### src/rtl/vrp_rr_arb.sv
// Round-robin valid/ready arbiter merging WIDTH requesters onto one registered master channel, tagging beats with source index.
// Latency: one cycle; a beat accepted at a rising edge is presented on vld_m/pld_m right after that edge.
// Backpressure: v_rdy_s follows rdy_m combinationally through load = !vld_m || rdy_m; packet locking under VRP_RR_ARB_PKT_LOCK_EN.
module vrp_rr_arb #(
  parameter int WIDTH     = 8,
  parameter int PLD_WIDTH = 32,
  parameter int IDX_WIDTH = (WIDTH > 1) ? $clog2(WIDTH) : 1
) (
  input  logic                 clk,
  input  logic                 rst_n,
  input  logic [WIDTH-1:0]     v_vld_s,
  input  logic [PLD_WIDTH-1:0] v_pld_s [WIDTH-1:0],
  input  logic [WIDTH-1:0]     v_last_s,
  output logic [WIDTH-1:0]     v_rdy_s,
  output logic                 vld_m,
  output logic [PLD_WIDTH-1:0] pld_m,
  output logic                 last_m,
  output logic [IDX_WIDTH-1:0] src_m,
  input  logic                 rdy_m
);

  // Round-robin pointer: index searched first on the next arbitration.
  logic [IDX_WIDTH-1:0] ptr;

  // Unlocked search result.
  logic                 rr_vld;
  logic [IDX_WIDTH-1:0] rr_idx;
  int                   cand;

  // Final selection after the lock restriction is applied.
  logic                 sel_vld;
  logic [IDX_WIDTH-1:0] sel_idx;
  logic                 sel_last;

  // Output register may take a new beat when empty or being drained.
  logic load;
  // A requester handshake happens this cycle.
  logic acc;

  assign load = !vld_m || rdy_m;
  assign acc  = load && sel_vld && rst_n;

  // Rotating search from ptr; walking offsets high-to-low lets the smallest offset win.
  // Wrap is an explicit subtract so non-power-of-2 WIDTH never yields an index >= WIDTH.
  always_comb begin
    rr_vld = 1'b0;
    rr_idx = '0;
    cand   = 0;
    for (int k = WIDTH - 1; k >= 0; k--) begin
      cand = int'(ptr) + k;
      if (cand >= WIDTH) begin
        cand = cand - WIDTH;
      end
      if (v_vld_s[cand]) begin
        rr_vld = 1'b1;
        rr_idx = IDX_WIDTH'(cand);
      end
    end
  end

`ifdef VRP_RR_ARB_PKT_LOCK_EN

  typedef enum logic {
    IDLE   = 1'b0,
    LOCKED = 1'b1
  } lock_state_t;

  lock_state_t          state_q;
  lock_state_t          state_d;
  logic [IDX_WIDTH-1:0] lock_idx_q;
  logic [IDX_WIDTH-1:0] lock_idx_d;

  // While a packet is open only its owner may be granted; a gap from the owner is held as a bubble.
  always_comb begin
    sel_vld = rr_vld;
    sel_idx = rr_idx;
    if (state_q == LOCKED) begin
      sel_vld = v_vld_s[lock_idx_q];
      sel_idx = lock_idx_q;
    end
    sel_last = v_last_s[sel_idx];
  end

  // Lock state register.
  always_ff @(posedge clk) begin
    if (!rst_n) begin
      state_q    <= IDLE;
      lock_idx_q <= '0;
    end else begin
      state_q    <= state_d;
      lock_idx_q <= lock_idx_d;
    end
  end

  // Enter LOCKED on a non-final beat, leave it on the owner's final beat; single-beat packets stay IDLE.
  always_comb begin
    state_d    = state_q;
    lock_idx_d = lock_idx_q;
    case (state_q)
      IDLE: begin
        if (acc && !sel_last) begin
          state_d    = LOCKED;
          lock_idx_d = sel_idx;
        end
      end
      LOCKED: begin
        if (acc && sel_last) begin
          state_d = IDLE;
        end
      end
      default: begin
        state_d = IDLE;
      end
    endcase
  end

`else

  // Every beat is its own packet; v_last_s is intentionally left unconnected to logic.
  logic last_unused;
  assign last_unused = ^v_last_s;

  assign sel_vld  = rr_vld;
  assign sel_idx  = rr_idx;
  assign sel_last = 1'b1;

`endif

  // Ready goes only to the selected requester and only when the output register can load.
  always_comb begin
    v_rdy_s = '0;
    if (acc) begin
      v_rdy_s[sel_idx] = 1'b1;
    end
  end

  // Advance past the winner at packet end with compare-and-wrap.
  always_ff @(posedge clk) begin
    if (!rst_n) begin
      ptr <= '0;
    end else if (acc && sel_last) begin
      ptr <= (sel_idx == IDX_WIDTH'(WIDTH - 1)) ? '0 : sel_idx + 1'b1;
    end
  end

  // Single-entry output register; data fields only change when a beat is actually loaded.
  always_ff @(posedge clk) begin
    if (!rst_n) begin
      vld_m  <= 1'b0;
      pld_m  <= '0;
      last_m <= 1'b0;
      src_m  <= '0;
    end else if (load) begin
      vld_m <= acc;
      if (acc) begin
        pld_m  <= v_pld_s[sel_idx];
        last_m <= sel_last;
        src_m  <= sel_idx;
      end
    end
  end

  // At most one requester sees ready in any cycle.
  a_rdy_onehot: assert property (@(posedge clk) $onehot0(v_rdy_s));

  // A stalled beat must not change under the consumer.
  a_hold_stable: assert property (@(posedge clk) disable iff (!rst_n)
    (vld_m && !rdy_m) |=> (vld_m && $stable(pld_m) && $stable(src_m) && $stable(last_m)));

endmodule
### config.mk
export PLATFORM = sky130hd
export DESIGN_NAME = vrp_rr_arb
export DESIGN_NICKNAME = d
export VERILOG_FILES = /design/src/rtl/vrp_rr_arb.sv
export SDC_FILE = /design/constraint.sdc
export NUM_CORES = 1
export LEC_CHECK = 0
export BUFFER_PORTS_ARGS = -buffer_cell sky130_fd_sc_hd__buf_2
export CAP_MARGIN = 15
export CORE_AREA = 2 2 124 126
export DETAILED_ROUTE_END_ITERATION = 10
export DIE_AREA = 0 0 126 128
export PLACE_DENSITY = 0.79
export SYNTH_ARGS = -nofsm -noshare
export SYNTH_HDL_FRONTEND = slang
export SYNTH_SLANG_ARGS = --single-unit
### constraint.sdc
create_clock -name clk -period 4.3 [get_ports clk]
set_clock_uncertainty 0.15 [all_clocks]
set_input_delay 0.645 -clock clk [delete_from_list [all_inputs] [get_ports clk]]
set_output_delay 0.645 -clock clk [all_outputs]
set_load 0.05 [all_outputs]
==> results.py <==
metrics = {
    "run_status": {
        "outcome": "completed",
    },
    "clocking": {
        "postCtsHoldBufs": 0,
        "cts_tree": "built",
        "clock_latency_ps": 280,
        "cts_buffer_depth": 2,
        "htree_levels": 2,
        "clk_pin_slew_ps": 60,
        "numCtsBuffers": 5,
        "cts_root_buf": "clkbuf_16",
        "cts_sinks": 40,
    },
    "logic_synthesis": {
        "synth_edf_count": 0,
        "ys_async_sr_fraction": 0,
        "yosys_warnings": 0,
        "syn_area_um2": 5110,
        "yosys.area.top_type": "dfxtp_1",
        "ys_types": 59,
        "syn_nets": 871,
        "yosys.area.top_type_share": 0.157,
        "synthCells": 593,
        "synth.ff_latch_count": 40,
        "yosys-top-cells-area": "dfxtp_1, mux2i_1, a221oi_2",
        "ys_seq_area_frac": 0.157,
        "syn-mean-instance-area_um2": 8.61,
        "synth-main-ff-cell": "dfxtp_1",
    },
    "grt": {
        "grt_start_max_net_pins": 88,
        "grt_usage": 0.236,
        "grt.overflow.total": 0,
        "antenna_found_initial": 4,
        "grt_pass1_wl_mm": 31.0,
        "grt_pass1_vias": 6057,
    },
    "setup_path": {
        "endpoint": "v_rdy_s[0]",
        "criticalPathCategory": "register to output port",
        "crit_fanout": 18,
        "regToRegEndpoint": "pld_m[26]",
        "startpoint_type": "register",
        "arrival_ps": 3380,
        "cp.required_ps": 3500,
        "regToRegSetupSlack_ps": 420,
        "reg2reg_from": "ptr[0]",
        "end_kind": "output port",
        "crit_path_start": "ptr[0]",
        "worstRegToRegCells": 11,
    },
    "pwr": {
        "ir_worst_vdd_uv": 885,
        "pwr-share-comb": 0.859,
        "p_sw_frac": 0.546,
        "pwr-share-seq": 0.082,
        "switching_power_uw": 4240,
        "power.internal_uw": 3530,
        "power_density_nw_per_um2": 1080,
        "leakage_uw": 0.00321,
        "pwr-share-clk": 0.060,
    },
    "timing": {
        "setup_viol_count_final": 0,
        "min_period_ps": 4180,
        "timing.slew.headroom": 0.455,
        "hold_viol": 0,
        "worst_slew_pin_slew_ps": 817,
        "hold_ws_ps": 293,
        "slew_violations": 0,
        "fin_crit_sh": 0.971,
        "fmax_mhz": 239,
    },
    "die": {
        "die_w_um": 126,
        "rows": 45,
        "die_height_um": 128,
        "die_area_um2": 16100,
        "ios": 320,
        "core-area_um2": 14900,
        "initial_utilization": 0.344,
    },
    "finish": {
        "final_nets": 1151,
        "final_common_cell": "buf_2",
        "area_delta_synth_final_pct": 40.9,
        "final_cell_mix": "buf_2, mux2i_1, nand2_1",
        "design_area_um2": 7200,
        "n_fill_cell": 1492,
        "layout-drive-gt1-share": 0.477,
    },
    "place": {
        "place_hpwl_mm": 14.9,
        "place_congestion": 0.890,
        "portBuffers": 311,
        "placed_area_um2": 6890,
    },
    "hold_path": {
        "hold_path_startpoint": "src_m[0]",
        "hold_class": "register to register",
        "hold_path_depth": 2,
    },
    "flow_run": {
        "maxCapViolations": 0,
    },
    "route": {
        "wl_per_cell_um": 19.2,
        "drt_wl_total_mm": 20.4,
        "dr_total_vias": 6459,
        "dr.pass1.iters": 5,
        "postRouteAntennaNets": 0,
        "avgViaCountPerCell": 6.06,
        "drt_iter0_drc": 480,
        "drc": 0,
    },
}
-- Yosys cell counts (2+ instances only) --
library cell	instances
a211o_1	31
a21o_1	5
a21oi_1	45
a221oi_1	28
a221oi_2	28
a22o_1	3
a311o_1	31
a31oi_1	2
a41oi_1	2
and2_1	4
and3_1	4
buf_2	15
buf_4	8
buf_6	7
clkbuf_1	37
clkinv_1	2
dfxtp_1	40
ha_1	3
inv_1	6
mux2_1	8
mux2_2	3
mux2i_1	71
mux4_2	9
nand2_1	55
nand2b_1	8
nand3_1	9
nor2_1	11
nor2b_1	3
nor3_1	5
nor3b_1	2
nor4_1	4
o211a_1	2
o211ai_1	33
o21ai_0	11
o21ai_1	4
o21bai_1	2
o22a_1	28
xor2_1	3
-- cell families after synthesis --
kind of cell | synth area share
AO/OA/AOI/OAI | 0.449
multiplexers | 0.203
buffers and inverters | 0.0769
adder cells (fa/ha/maj) | 0.00735
AND/OR/NAND/NOR | 0.100
XOR/XNOR | 0.00686
flip-flops | 0.157
-- final cells by class --
| class | count | area (um2) | share of cell area |
|---|---|---|---|
| diodes | 4 | 10.0 | 0.00139 |
| multi-input cells | 476 | 4070 | 0.565 |
| well taps | 188 | 235 | 0.0327 |
| repair buffers | 341 | 1840 | 0.256 |
| clock inverters | 1 | 30.0 | 0.00417 |
| flip-flops and latches | 40 | 803 | 0.112 |
| clock buffers | 7 | 153 | 0.0212 |
| inverters | 9 | 53.8 | 0.00747 |
-- per-stage QoR --
stage / std cells / total power [uW] / setup WS (ps) / util / setup TNS [ps]
5_1_grt: 1065 / 8310 / -5.13 / 0.484 / -5.13
3_5_place_dp: 1048 / 7110 / 138 / 0.464 / 0
6_report: 1066 / 7760 / 123 / 0.484 / 0
3_3_place_gp: 1048 / 7040 / 185 / 0.464 / 0
2_1_floorplan: 593 / 5920 / -23.5 / - / -62.2
4_1_cts: 1057 / 7650 / 15.6 / 0.478 / 0
-- repair_timing --
action                     4_1_cts  5_1_grt
pin swaps                        1        2
setup buffers                    1        5
setup endpoints to repair        6        8
resized for setup                4       14
-- how the worst min path moves through the flow --
stage	end	slack, ps
final	src_m[0]	290
after CTS	src_m[0]	290
after global placement	src_m[0]	280
after global routing	src_m[0]	320
after floorplan	last_m	510
after detailed placement	src_m[0]	280
-- routing by layer --
| metal | wire length, um | part of all wire | GRT usage |
|---|---|---|---|
| met5 | 13 | 0.00064 | 0 |
| met4 | 528 | 0.026 | 0.0840 |
| met3 | 1610 | 0.079 | 0.0384 |
| met2 | 10400 | 0.51 | 0.420 |
| met1 | 7850 | 0.38 | 0.287 |
-- power by group through the flow --
| stage | sequential [uW] | clock, uW | combinational, uW |
|---|---|---|---|
| 5_1_grt | 650 | 492 | 7160 |
| 3_5_place_dp | 635 | 0 | 6480 |
| 2_1_floorplan | 1090 | 0 | 4830 |
| 4_1_cts | 630 | 477 | 6540 |
| 3_3_place_gp | 633 | 0 | 6400 |
| 6_report | 633 | 465 | 6660 |
-- worst max-delay path, cell delays in order (launching register included) --
cell,delay [ps]
dfxtp_2,410
buf_6,190
mux4_2,590
mux2_2,320
and2_1,190
a221o_1,400
o211ai_4,210
and2_2,240
inv_8,100
nor3_4,170
clkbuf_4,260
-- sequential cells by signal, indices dropped and copies added (netlist names) --
| register | cells |
|---|---|
| src_m | 3 |
| last_m | 1 |
| vld_m | 1 |
| ptr | 3 |
| pld_m | 32 |
Power figures use the tool's default switching activity.
